[src/rtl/pc_fetch_stage.sv]
// rtl/pc_fetch_stage.sv - PC fetch stage: one outstanding imem request, held instruction with PC and PC+INC
module pc_fetch_stage #(
  parameter int               WIDTH    = 32,
  parameter logic [WIDTH-1:0] RESET_PC = '0,
  parameter int               INC      = 4
) (
  input  logic             clk,
  input  logic             reset,
  output logic             imem_req,
  output logic [WIDTH-1:0] imem_addr,
  input  logic             imem_ack,
  input  logic [WIDTH-1:0] imem_data,
  input  logic             stall,
  input  logic             redirect,
  input  logic [WIDTH-1:0] redirect_pc,
  output logic [WIDTH-1:0] ir,
  output logic [WIDTH-1:0] ir_pc,
  output logic [WIDTH-1:0] ir_pc4,
  output logic             ir_valid,
  output logic [WIDTH-1:0] pc
);

  typedef enum logic [1:0] {IDLE, REQ, OUT} state_t;

  localparam logic [WIDTH-1:0] INC_W = WIDTH'(INC);

  state_t           state, state_nxt;
  logic             req_nxt, valid_nxt;
  logic [WIDTH-1:0] pc_nxt, ir_nxt, ir_pc_nxt, ir_pc4_nxt;

  // The address is the PC register itself, so it can only move on ack or redirect.
  assign imem_addr = pc;

  always_ff @(posedge clk) begin
    if (reset) begin
      state    <= IDLE;
      pc       <= RESET_PC;
      imem_req <= 1'b0;
      ir_valid <= 1'b0;
      ir       <= '0;
      ir_pc    <= '0;
      ir_pc4   <= '0;
    end else begin
      state    <= state_nxt;
      pc       <= pc_nxt;
      imem_req <= req_nxt;
      ir_valid <= valid_nxt;
      ir       <= ir_nxt;
      ir_pc    <= ir_pc_nxt;
      ir_pc4   <= ir_pc4_nxt;
    end
  end

  always_comb begin
    state_nxt  = state;
    pc_nxt     = pc;
    req_nxt    = imem_req;
    valid_nxt  = ir_valid;
    ir_nxt     = ir;
    ir_pc_nxt  = ir_pc;
    ir_pc4_nxt = ir_pc4;
    case (state)
      IDLE: begin
        if (redirect) pc_nxt = redirect_pc;
        state_nxt = REQ;
        req_nxt   = 1'b1;
      end
      REQ: begin
        // Redirect wins over a same-cycle ack; the returned word is dropped.
        if (redirect) begin
          pc_nxt = redirect_pc;
        end else if (imem_ack) begin
          ir_nxt     = imem_data;
          ir_pc_nxt  = pc;
          ir_pc4_nxt = pc + INC_W;
          valid_nxt  = 1'b1;
          pc_nxt     = pc + INC_W;
          req_nxt    = 1'b0;
          state_nxt  = OUT;
        end
      end
      OUT: begin
        if (redirect) begin
          pc_nxt    = redirect_pc;
          valid_nxt = 1'b0;
          req_nxt   = 1'b1;
          state_nxt = REQ;
        end else if (!stall) begin
          valid_nxt = 1'b0;
          req_nxt   = 1'b1;
          state_nxt = REQ;
        end
      end
      default: begin
        state_nxt = IDLE;
        req_nxt   = 1'b0;
        valid_nxt = 1'b0;
      end
    endcase
  end

endmodule

[config.mk]
export PLATFORM = sky130hd
export DESIGN_NAME = pc_fetch_stage
export DESIGN_NICKNAME = d
export VERILOG_FILES = /design/src/rtl/pc_fetch_stage.sv
export SDC_FILE = /design/constraint.sdc
export NUM_CORES = 1
export LEC_CHECK = 0
export BUFFER_PORTS_ARGS = -buffer_cell sky130_fd_sc_hd__clkbuf_2
export CORE_ASPECT_RATIO = 0.7
export CORE_MARGIN = 2
export CORE_UTILIZATION = 25
export DETAILED_ROUTE_END_ITERATION = 7
export PLACE_DENSITY = 0.53
export SETUP_SLACK_MARGIN = 0.02
export SLEW_MARGIN = 5
export SYNTH_ARGS = -nofsm -noshare
export SYNTH_HDL_FRONTEND = slang
export SYNTH_SLANG_ARGS = --single-unit
[constraint.sdc]
create_clock -name clk -period 2.6 [get_ports clk]
set_input_delay 0.52 -clock clk [delete_from_list [all_inputs] [get_ports clk]]
set_output_delay 0.52 -clock clk [all_outputs]
set_load 0.05 [all_outputs]
### Yosys cells after proc, flatten, opt, wreduce, memory -nomap -nowiden

Cells that the tools add are included.

| word-level totals | value |
|---|---|
| register bits after elaboration | 132 |
| bits in latches | 0 |
| memory bits (writable) | 0 |
| memory bits (read-only) | 0 |
| word-level logic and storage cells | 43 |
| memories | 0 |

| cells by class | value |
|---|---|
| $add $sub $neg | 1 |
| $mul | 0 |
| div/mod/pow operators | 0 |
| $lt $le $gt $ge | 0 |
| equal/unequal tests | 7 |
| shift operators | 0 |
| mux-type cells | 19 |
| bitwise operators | 2 |
| reduce and logical (&&, ||, !) cells | 7 |

Operator list:

| cell | number |
|---|---|
| 2-to-1 mux 32 bit | 3 |
| case mux 32 bit (2 select lines) | 1 |
| adder 32 x 3 -> 32 bit, second input constant | 1 |
| AND reduction 3 bit | 3 |
| 2-to-1 mux 1 bit | 8 |
| 2-to-1 mux 2 bit | 4 |
| inequality test 3 bit, second input constant | 2 |
| case mux 1 bit (3 select lines) | 2 |
| case mux 2 bit (3 select lines) | 1 |
| inequality test 2 bit, second input constant | 2 |
| AND reduction 4 bit | 1 |
| == test 2 x 1 -> 1 bit, second input constant | 1 |
| == test 2 bit, second input constant | 1 |
| zero test 2 bit | 1 |
| inequality test 2 x 1 -> 1 bit, second input constant | 1 |
| inverter 1 bit | 2 |
| nonzero test 2 bit | 1 |
| OR reduction 2 bit | 1 |

### Longest topological paths before layout

Gate-level depths: netlist (run 1).

| logic depth | value |
|---|---|
| word-level depth | 4 |
| depth in mapped cells | 8 |
| depth with buffers taken out | 5 |

### Least setup slack after synthesis (run 1)

OpenSTA, ideal clock, no wires.

| timing path | value |
|---|---|
| kind | reg2reg |
| start point | reg pc[2], in the netlist imem_addr[2] |
| end point | reg pc[24], in the netlist imem_addr[24] |
| library setup time | 74 ps |
| data arrival time | 2157 ps |
| data required time | 2526 ps |
| path slack | 369 ps |
| cell stages (with the launch flop) | 8 |
| path buffers | 2 |
| clock period less this slack | 2231 ps |
| cells stage by stage | dfxtp_1 > ha_1 > and3_1 > buf_2 > nand2_1 > buf_2 > or4_1 > a31oi_1 |

| between the ends | value |
|---|---|
| longest elaborated chain between the ends | 4 |

RTL lines:

| element | RTL line | text |
|---|---|---|
| from (decl) | 20 | `output logic [WIDTH-1:0] pc` |
| from (signal assigned) | 45 | `pc <= pc_nxt;` |
| adder 32 x 3 -> 32 bit | 77 | `pc_nxt = pc + INC_W;` |
| 2-to-1 mux 32 bit | 72 | `end else if (imem_ack) begin` |
| 2-to-1 mux 32 bit | 70 | `if (redirect) begin` |
| case mux 32 bit (2 select lines) | 62 | `case (state)` |

Every way passes these cells. The select of a mux whose other input is x is not followed.
A chain may end at the register's enable or synchronous reset.

### Worst setup path after layout (run 1)

| timing path | value |
|---|---|
| start point | reg pc[8], in the netlist imem_addr[8] |
| end point | reg ir_pc4[26] |

| between the ends | value |
|---|---|
| longest elaborated chain between the ends | 1 |

RTL lines:

| element | RTL line | text |
|---|---|---|
| adder 32 x 3 -> 32 bit | 75 | `ir_pc4_nxt = pc + INC_W;` |
| to (signal assigned) | 50 | `ir_pc4 <= ir_pc4_nxt;` |
| to (decl) | 18 | `output logic [WIDTH-1:0] ir_pc4,` |

Every way passes these cells.

==> summary.md, run 1 <==
| Metric | Value |
|---|---|
| Worst Skew | ~0.009 ns |
| Setup CP Type | reg2reg |
| Least-Margin Pin Slew | around 0.62 ns |
| Vias per inst | approximately 5.0 |
| Reg-to-Reg Start | imem_addr[8] |
| Register Area | around 0.0026 mm² |
| CTS tree | done |
| Hold Vio Cnt, Final | 0 |
| Die height | around 140 µm |
| 1st-iter DRT viols | 320 |
| Starting density of the core | between 20% and 30% |
| Fin crit share | ~84% |
| CP peak stage delay | approximately 0.61 ns |
| Worst path slowest cell | or4_1 |
| Hold Crit Start | imem_data[31] |
| Top cells by area, synth | dfxtp_1 41%, nand2_1 9.2%, a21oi_1 6.7%, buf_4 4.1%, nor2_1 2.6% |
| Crit path cell chain | and4_1, nand2_1, or4_1, a311oi_1 |
| PortBufs | 230 |
| Multi-input gate area | roughly 0.0032 mm² |
| Top post-synthesis cells by count | 156 x nand2_1, 129 x dfxtp_1, 85 x a21oi_1 |
| Synth top area share | about two fifths |
| Synth async-reset ratio | 0% |
| Post-Syn Area per Cell | 7.89 µm² |
| Buf/Inv on CP | 0 |
| Tmin final | between 2 and 2.5 ns |
| Pwr/cell area | 683 mW/mm² |
| Number of synthesized flops with an enable pin | 0 |
| Root buffer cell | clkbuf_16 |
| Clock insertion delay at the later pin of the skew report | 0.42 ns |
| # clock sinks | between 100 and 150 |
| CTS Buf Count | 17 |
| Drt first pass iters | 5 |
| Initial antenna violation count | 2 |
| Top Family by Delay on Critical Path | simple AND/OR/NAND/NOR gates |
| Seq/Total Area, Yosys | slightly above 40% |
| Worst VDD drop | roughly 0.43 mV |
| CP required | roughly 2.9 ns |
| Post-Syn Area | approximately 0.0064 mm² |
| Nets | 1065 |
| Crit-path max FO | 16 |
| CP Launch Type | flip-flop |
| Primary FF master, synth | dfxtp_1 |
| Maximum clock path buffer count | 2 |
| Ports | ~230 |
| FP Rows | 48 |
| Top-count cell post-synth | nand2_1 |
| Slew Viols, Final | 0 |
| Unrepaired setup endpoints after global routing | no |
| Share of layout cells above drive strength 1 | 32.3% |
| Vias after detailed routing | 6600 |
| LEAKAGE | 3.35 nW |
| Fillers | 2681 |
| ANT cells | 0 |
| Die width | approximately 190 µm |
| # hold bufs at CTS | 0 |
| Vias in the first global route | 6017 |
| Die footprint | approximately 0.027 mm² |
| Final Setup Violations | 0 |
| CTS resizes | 0 |
| Distinct cells, synth | just under 70 |
| CP endpoint kind | flip-flop |
| HP Class | in2reg |
| Area post-placement | approximately 0.008 mm² |
| Syn Inst Count | slightly above 800 |
| Core Box Area | roughly 0.025 mm² |
| Gr usage total | around 18% |
| Clock transition at the registers of the reported paths | ~0.06 ns |
| H-Tree Depth | 4 |
| Total grt overflow | 0 |
| Routability cong. | 0.852 |
| Post-CTS Setup Bufs | 0 |
| Flops & latches, synth | between 100 and 150 |
| Routed Antenna Nets | 0 |
| First-pass GRT wire length | around 36 mm |
| Largest net degree at the start of global routing | 52 |
| MaxCap Viol Count | 0 |
| DRC Markers | 0 |
| Synth Net Count | slightly below 900 |
| Yosys warns | 0 |
| Achievable frequency | 460 MHz |
| Syn-to-layout area delta | 31.9% |
| Post-Route WL | 23.9 mm |
| Status | finished clean |
| WL/cell | between 15 and 20 µm |
| Design area | about 0.0084 mm² |
| Dpl hpwl | between 15 and 20 mm |
| Worst slew margin | about three fifths |
| Area leader, netlist | dfxtp_1 |
| Sum Neg Setup Slack | 0 ns |
| CP startpoint | imem_addr[8] |
| Critical Path AT | 2.50 ns |
## path summary, 6_finish.rpt
check / to / slack (ns) / depth (start not counted)
setup / recovery: ir_pc4[26] / 0.43 / 4
hold / removal: ir[31] / 0.31 / 3
setup reg to reg: ir_pc4[26] / 0.43 / 4
hold reg to reg: ir_pc[13] / 0.45 / 2
## power by group
group	total [mW]	internal [mW]	switching (mW)
sequential	2.15	2.06	0.0915
clock	2.51	1.56	0.957
combinational	1.06	0.287	0.769
total	5.72	3.91	1.82
## logic make-up (layout without fill, tap and decap cells)
family | Yosys count | after routing | share of synthesized area [%]
xor gates and xnor gates | 11 | 11 | 1.52
and+or+nand+nor | 313 | 313 | 23.8
buffers and inverters | 121 | 324 | 10.1
DFF | 129 | 129 | 40.6
AOI/OAI and AO/OA | 226 | 226 | 23.0
muxes | 4 | 4 | 0.669
adders and majority gates | 1 | 1 | 0.197
## layout make-up
cell class,instances,area share (%)
Sequential cell,129,30.8
Clock inverter,13,1.93
Timing Repair Buffer,282,18.9
Inverter,10,0.448
Tap cell,325,4.85
Multi-Input combinational cell,555,37.7
Clock buffer,19,5.40
## placed cells by master (no fill, tap or decap), types with 11 or more instances in the layout
master     instances
clkbuf_2         229
nand2_1          156
dfxtp_1          129
a21oi_1           85
buf_4             50
nor2_1            44
o21ai_0           28
nand4_1           18
a31oi_1           17
clkbuf_16         17
nand3_1           16
a211oi_1          15
nor3_1            12
nor4_1            11
## per-stage QoR
stage / total power, mW / util (%) / hold WS, ns / setup slack, ns / instances
floorplan: 2.95 / - / 0.656 / 0.369 / 805
global placement: 3.25 / 31.3 / 0.441 / 0.377 / 1301
detailed placement: 3.26 / 31.3 / 0.447 / 0.348 / 1301
CTS: 5.80 / 33.8 / 0.289 / 0.476 / 1333
global route: 5.96 / 33.8 / 0.300 / 0.309 / 1333
finish: 5.72 / 33.8 / 0.309 / 0.428 / 1333
## tightest hold or removal path: stages
cell and delay (ns):
clkbuf_2 0.08, nand2_1 0.04, a21oi_1 0.05
## flip-flops by register name (all words and copies together), names as in the netlist
signal     cells
imem_addr     32
ir            32
ir_pc         32
ir_pc4        30
ir_valid       1
state          2
## metal layers
layer	track usage (%)	up-vias	routed length [µm]
met2	26.3	268	10000
li1	-	3235	-
met3	6.49	20	2170
met4	4.74	4	286
met5	0	-	23
met1	24.6	3073	11400
Power figures use the tool's default switching activity.
==> run 2: changes to the inputs <==
--- a/config.mk
+++ b/config.mk
@@ -5,12 +5,13 @@
 export SDC_FILE = /design/constraint.sdc
 export NUM_CORES = 1
 export LEC_CHECK = 0
+export ABC_AREA = 1
 export BUFFER_PORTS_ARGS = -buffer_cell sky130_fd_sc_hd__clkbuf_2
 export CORE_ASPECT_RATIO = 0.7
 export CORE_MARGIN = 2
 export CORE_UTILIZATION = 25
 export DETAILED_ROUTE_END_ITERATION = 7
-export PLACE_DENSITY = 0.53
+export PLACE_DENSITY = 0.55
 export SETUP_SLACK_MARGIN = 0.02
 export SLEW_MARGIN = 5
 export SYNTH_ARGS = -nofsm -noshare
==> constraint.sdc (replaced) <==
create_clock -name clk -period 1.9 [get_ports clk]
set_input_delay 0.38 -clock clk [delete_from_list [all_inputs] [get_ports clk]]
set_output_delay 0.38 -clock clk [all_outputs]
set_load 0.05 [all_outputs]
==> summary.md, run 2 <==
| Metric | Value |
|---|---|
| Reg-to-Reg Start | imem_addr[3] (was imem_addr[8]) |
| Top post-synthesis cells by count | 163 x nor2_1, 129 x dfxtp_1, 123 x o21ai_0 (was 156 x nand2_1, 129 x dfxtp_1, 85 x a21oi_1) |
| Flops & latches, synth | 129 (unchanged) |
| Top cells by area, synth | dfxtp_1 44%, o21ai_0 10%, nor2_1 10%, nand2_1 7.2%, buf_4 5.6% (was dfxtp_1 41%, nand2_1 9.2%, a21oi_1 6.7%, buf_4 4.1%, nor2_1 2.6%) |
| Worst VDD drop | 0.732 mV (was 0.426 mV) |
| Pwr/cell area | 1030 mW/mm² (was 683 mW/mm²) |
| Crit-path max FO | 7 (was 16) |
| Root buffer cell | clkbuf_16 (unchanged) |
| Post-Syn Area per Cell | 7.13 µm² (was 7.89 µm²) |
| CP startpoint | imem_addr[3] (was imem_addr[8]) |
| Critical Path AT | 2.08 ns (was 2.50 ns) |
| Unrepaired setup endpoints after global routing | no (unchanged) |
| Worst path slowest cell | dfxtp_2 (was or4_1) |
| Vias per inst | 4.32 (was 4.95) |
| Yosys warns | 0 (unchanged) |
| CP required | 2.26 ns (was 2.93 ns) |
| Hold Vio Cnt, Final | 0 (unchanged) |
| Die height | 133 µm (was 137 µm) |
| Share of layout cells above drive strength 1 | 31.1% (was 32.3%) |
| Slew Viols, Final | 0 (unchanged) |
| RR Endpoint | imem_addr[14] (was ir_pc4[26]) |
| # clock sinks | 129 (unchanged) |
| Commonest non-fill, non-tap cell in the layout | clkbuf_2 (unchanged) |
| Syn Inst Count | 831 (was 805) |
| R2R depth | 8 (was 4) |
| Tmin final | 1.72 ns (was 2.17 ns) |
| Commonest cells after routing, fill and taps aside | 230 x clkbuf_2, 161 x nor2_1, 126 x dfxtp_1 (was 229 x clkbuf_2, 156 x nand2_1, 129 x dfxtp_1) |
| Multi-input gate area | 0.00261 mm² (was 0.00316 mm²) |
| Nets | 1097 (was 1065) |
| FP Rows | 47 (was 48) |
| HP Class | in2reg (unchanged) |
| CP peak stage delay | 0.39 ns (was 0.61 ns) |
| Worst slew margin | 70.2% (was 58.8%) |
| Routability cong. | 0.827 (was 0.852) |
| 1st-iter DRT viols | 304 (was 320) |
| Maximum clock path buffer count | 2 (unchanged) |
| Overall Power | 8.12 mW (was 5.72 mW) |
| Worst Skew | 0.00867 ns (was 0.00899 ns) |
| Post-Syn Area | 0.00593 mm² (was 0.00635 mm²) |
| MaxCap Viol Count | 0 (unchanged) |
| Achievable frequency | 583 MHz (was 460 MHz) |
| Gr usage total | 16.4% (was 17.9%) |
| Post-Route WL | 20.6 mm (was 23.9 mm) |
| Distinct cells, synth | 32 (was 69) |
| First-pass GRT wire length | 31.4 mm (was 36.2 mm) |
| Synth Net Count | 901 (was 875) |
| Die footprint | 0.0250 mm² (was 0.0267 mm²) |
| Area leader, netlist | dfxtp_1 (unchanged) |
| Fin crit share | 90.3% (was 83.5%) |
| Top-count cell post-synth | nor2_1 (was nand2_1) |
| LEAKAGE | 3.73 nW (was 3.35 nW) |
| Final Setup Violations | 0 (unchanged) |
| Hold Crit Start | redirect_pc[3] (was imem_data[31]) |
| Initial antenna violation count | 2 (unchanged) |
| CP endpoint kind | flip-flop (unchanged) |
| CTS tree | done (unchanged) |
| CTS Buf Count | 17 (unchanged) |
| Least-Margin Pin Slew | 0.447 ns (was 0.617 ns) |
| WL/cell | 15.2 µm (was 17.9 µm) |
| Core Box Area | 0.0235 mm² (was 0.0248 mm²) |
| CP Launch Type | flip-flop (unchanged) |
| Syn-to-layout area delta | 32.5% (was 31.9%) |
| Synth top area share | 43.6% (was 40.6%) |
| Worst Setup EP | imem_addr[14] (was ir_pc4[26]) |
| Dpl hpwl | 15.2 mm (was 17.7 mm) |
| PortBufs | 230 (unchanged) |
| Number of synthesized flops with an enable pin | 0 (unchanged) |
| Crit path cell chain | ha_1, nand2_2, nor2_4, nand2_4, nor2_2, xor2_1, a21oi_1, nor2_1 (was and4_1, nand2_1, or4_1, a311oi_1) |
| Synth async-reset ratio | 0% (unchanged) |
| Ports | 231 (unchanged) |
| Drt first pass iters | 5 (unchanged) |
| Fillers | 2566 (was 2681) |
| Primary FF master, synth | dfxtp_1 (unchanged) |
| Seq/Total Area, Yosys | 43.6% (was 40.6%) |
| R2r setup slk | 0.18 ns (was 0.43 ns) |
| Routed Antenna Nets | 0 (unchanged) |
| Register Area | 0.00259 mm² (was 0.00258 mm²) |
| Starting density of the core | 25.3% (was 25.6%) |
| Clock transition at the registers of the reported paths | 0.06 ns (about the same) |
| Die width | 188 µm (was 195 µm) |
| H-Tree Depth | 4 (unchanged) |
| Vias in the first global route | 5372 (was 6017) |
| Largest net degree at the start of global routing | 73 (was 52) |
| Sum Neg Setup Slack | 0 ns (unchanged) |
| Status | finished clean (unchanged) |
| Clock insertion delay at the later pin of the skew report | 0.43 ns (was 0.42 ns) |
| Total grt overflow | 0 (unchanged) |
| Post-CTS Setup Bufs | 0 (unchanged) |
| Setup CP Type | reg2reg (unchanged) |
| Vias after detailed routing | 5862 (was 6600) |
| DRC Markers | 0 (unchanged) |
[run 2: critical path, delay by kind of cell (launching register included)]
kind	cells	cell delay (ns)
and+or+nand+nor	5	0.60
DFF	1	0.39
xor gates and xnor gates	1	0.32
adders and majority gates	1	0.21
AOI/OAI and AO/OA	1	0.11
[run 2: worst min path at each step]
stage | end | slack (ns) | cells past startpoint
after global routing | imem_addr[3] | 0.20 | 3
after detailed placement | ir_pc4[2] | 0.46 | 2
final | imem_addr[3] | 0.20 | 3
after global placement | ir_pc4[2] | 0.46 | 2
after CTS | imem_addr[3] | 0.19 | 3
after floorplan | imem_addr[3] | 0.53 | 2
[run 2: layout make-up]
class,count,area share (%)
Multi-Input combinational cell,554,33.2
Sequential cell,129,32.9
Timing Repair Buffer,257,18.2
Clock buffer,22,5.91
Tap cell,318,5.07
Inverter,68,3.28
Clock inverter,9,1.39
Antenna cell,1,0.0319
[run 2: per-layer routing]
| layer | up-vias | global-route usage (%) | share of wire [%] |
|---|---|---|---|
| met1 | 2631 | 23.2 | 50 |
| met2 | 183 | 22.7 | 40 |
| met4 | 2 | 4.99 | 1.8 |
| met3 | 23 | 6.42 | 8.0 |
| li1 | 3023 | - | - |
| met5 | - | 0 | 0.068 |
[run 2: kinds of logic after synthesis]
family / after synthesis / share of synthesized area, %
xor+xnor: 8 / 1.18
simple gates: 340 / 24.3
fa+ha+maj: 1 / 0.211
compound gates: 205 / 18.1
buf+inv: 148 / 12.6
flops: 129 / 43.6
[run 2: timing repair]
item,CTS,global route
endpoints found under the setup margin,0,1
gates resized for setup,0,2
hold buffers,0,0
[run 2: power by group]
part           total [mW]  switching (mW)  internal, mW
Sequential           3.04           0.159          2.88
Clock                3.25            1.27          1.99
Combinational        1.83            1.38         0.443
[run 2: stage by stage]
stage / util [%] / setup slack (ns) / hold WS (ns) / instance area, µm² / std cells
3_3_place_gp: 31.0 / 0.212 / 0.458 / 7270 / 1326
5_1_grt: 33.5 / 0.0240 / 0.204 / 7850 / 1357
3_5_place_dp: 31.0 / 0.196 / 0.460 / 7270 / 1326
6_report: 33.5 / 0.185 / 0.198 / 7850 / 1358
2_1_floorplan: - / 0.103 / 0.533 / 5930 / 831
4_1_cts: 33.4 / 0.179 / 0.185 / 7850 / 1357
==> run 3: changes to the inputs <==
--- a/config.mk
+++ b/config.mk
@@ -5,8 +5,7 @@
 export SDC_FILE = /design/constraint.sdc
 export NUM_CORES = 1
 export LEC_CHECK = 0
-export ABC_AREA = 1
-export BUFFER_PORTS_ARGS = -buffer_cell sky130_fd_sc_hd__clkbuf_2
+export BUFFER_PORTS_ARGS = -buffer_cell sky130_fd_sc_hd__buf_2
 export CORE_ASPECT_RATIO = 0.7
 export CORE_MARGIN = 2
 export CORE_UTILIZATION = 25
==> summary.md, run 3 (synthesis results as in run 1) <==
| Metric | Value |
|---|---|
| Root buffer cell | clkbuf_16 (unchanged) |
| Tmin final | 1.80 ns (was 1.72 ns) |
| # clock sinks | 129 (unchanged) |
| Critical Path AT | 2.13 ns (was 2.08 ns) |
| Hold Vio Cnt, Final | 0 (unchanged) |
| FP Rows | 48 (was 47) |
| Syn-to-layout area delta | 37.1% (was 32.5%) |
| Achievable frequency | 557 MHz (was 583 MHz) |
| CP Launch Type | flip-flop (unchanged) |
| Largest net degree at the start of global routing | 54 (was 73) |
| Vias in the first global route | 6089 (was 5372) |
| Sum Neg Setup Slack | 0 ns (unchanged) |
| MaxCap Viol Count | 0 (unchanged) |
| ANT cells | 0 (was 1) |
| Drt first pass iters | 6 (was 5) |
| WL/cell | 17.8 µm (was 15.2 µm) |
| Total grt overflow | 0 (unchanged) |
| Clock insertion delay at the later pin of the skew report | 0.43 ns (about the same) |
| Maximum clock path buffer count | 2 (unchanged) |
| CP required | 2.24 ns (was 2.26 ns) |
| Share of layout cells above drive strength 1 | 37.2% (was 31.1%) |
| CTS Buf Count | 17 (unchanged) |
| Vias after detailed routing | 6798 (was 5862) |
| H-Tree Depth | 4 (unchanged) |
| Status | finished clean (unchanged) |
| First-pass GRT wire length | 36.5 mm (was 31.4 mm) |
| Initial antenna violation count | 1 (was 2) |
| Fin crit share | 94.6% (was 90.3%) |
| PortBufs | 230 (unchanged) |
| Routability cong. | 0.864 (was 0.827) |
| Die height | 137 µm (was 133 µm) |
| HP Class | in2reg (unchanged) |
| Die footprint | 0.0267 mm² (was 0.0250 mm²) |
| Pwr/cell area | 899 mW/mm² (was 1030 mW/mm²) |
| Nets | 1091 (was 1097) |
| Placed cells | 1327 (was 1326) |
| CTS tree | done (unchanged) |
| Least-Margin Pin Slew | 0.454 ns (was 0.447 ns) |
| Routed Antenna Nets | 0 (unchanged) |
| Commonest cells after routing, fill and taps aside | 229 x buf_2, 155 x nand2_1, 102 x dfxtp_1 (was 230 x clkbuf_2, 161 x nor2_1, 126 x dfxtp_1) |
| Multi-input gate area | 0.00320 mm² (was 0.00261 mm²) |
| Starting density of the core | 25.6% (was 25.3%) |
| CP endpoint kind | flip-flop (unchanged) |
| Ports | 231 (unchanged) |
| Final Setup Violations | 0 (unchanged) |
| Register Area | 0.00265 mm² (was 0.00259 mm²) |
| Worst VDD drop | 0.703 mV (was 0.732 mV) |
| Slew Viols, Final | 0 (unchanged) |
| Clock transition at the registers of the reported paths | 0.06 ns (about the same) |
| Fin cells | 1359 (was 1358) |
| Unrepaired setup endpoints after global routing | yes (was no) |
| Gr usage total | 17.9% (was 16.4%) |
| LEAKAGE | 3.62 nW (was 3.73 nW) |
| DRC Markers | 0 (unchanged) |
| 1st-iter DRT viols | 633 (was 304) |
| Commonest non-fill, non-tap cell in the layout | buf_2 (was clkbuf_2) |
| Dpl hpwl | 18.2 mm (was 15.2 mm) |
| Vias per inst | 5.00 (was 4.32) |
| Core Box Area | 0.0248 mm² (was 0.0235 mm²) |
| Worst Skew | 0.00821 ns (was 0.00867 ns) |
| Worst slew margin | 69.7% (was 70.2%) |
| Fillers | 2611 (was 2566) |
| Crit-path max FO | 9 (was 7) |
| Post-Route WL | 24.2 mm (was 20.6 mm) |
| Die width | 195 µm (was 188 µm) |
| Setup CP Type | reg2reg (unchanged) |
-- run 3: changes by cell type in the layout (fill, tap and decap cells not counted), sizes merged, moves of 13 or more --
| cell | change |
|---|---|
| buf | +281 |
| clkbuf | -234 |
| o21ai | -105 |
| a31oi | +14 |
| a211oi | +14 |
| nand3 | -16 |
| or2 | -13 |
| inv | -53 |
| nor2 | -129 |
| nand4 | +19 |
| a21oi | +28 |
| nand2 | +39 |
-- run 3: power by group --
group	switching, mW	total (mW)	internal (mW)	leakage, nW
combinational	1.06	1.49	0.423	2.26
clock	1.38	3.40	2.03	0.297
sequential	0.117	2.94	2.82	1.07
total	2.56	7.83	5.27	3.62
-- run 3: worst max-delay path, stage by stage, from the launching register on --
cell      delay [ns]
dfxtp_4         0.39
and4_1          0.26
buf_4           0.16
nand4_1         0.23
or3_1           0.41
a221oi_1        0.25
-- run 3: timing repair --
action	in CTS	in global routing
buffers inserted	0	0
gates resized for setup	0	6
hold buffers	0	0
setup endpoints to repair	0	9
-- run 3: cell type report --
type	instances	area share, %
Multi-Input combinational cell	555	36.7
Tap cell	325	4.67
Sequential cell	129	30.5
Inverter	10	0.431
Timing Repair Buffer	308	20.8
Clock inverter	14	1.74
Clock buffer	18	5.17
-- run 3: worst paths after layout --
kind	end	depth (start not counted)	start	slack [ns]
worst min-delay path	ir[29]	3	imem_data[29]	0.18
worst min register to register	ir[18]	2	ir[18]	0.45
worst max-delay path	imem_addr[28]	5	imem_addr[8]	0.10
worst max register to register	imem_addr[28]	5	imem_addr[8]	0.10
-- run 3: per-layer routing --
metal	track usage (%)	part of all wire, %	up-vias
met3	6.07	10	26
li1	-	-	3294
met2	26.0	41	345
met4	5.30	1.4	2
met5	0	0.054	-
met1	25.0	47	3131
-- run 3: metrics by stage --
step	util, %	power [mW]	area [µm²]	hold WS [ns]	setup slack (ns)
final	35.1	7.83	8710	0.184	0.103
after global routing	35.1	8.14	8710	0.178	0.0132
after CTS	35.0	7.92	8690	0.170	0.108
after detailed placement	32.6	4.49	8090	0.444	0.0797
after global placement	32.6	4.48	8090	0.439	0.108
after floorplan	-	4.05	6440	0.516	0.0239
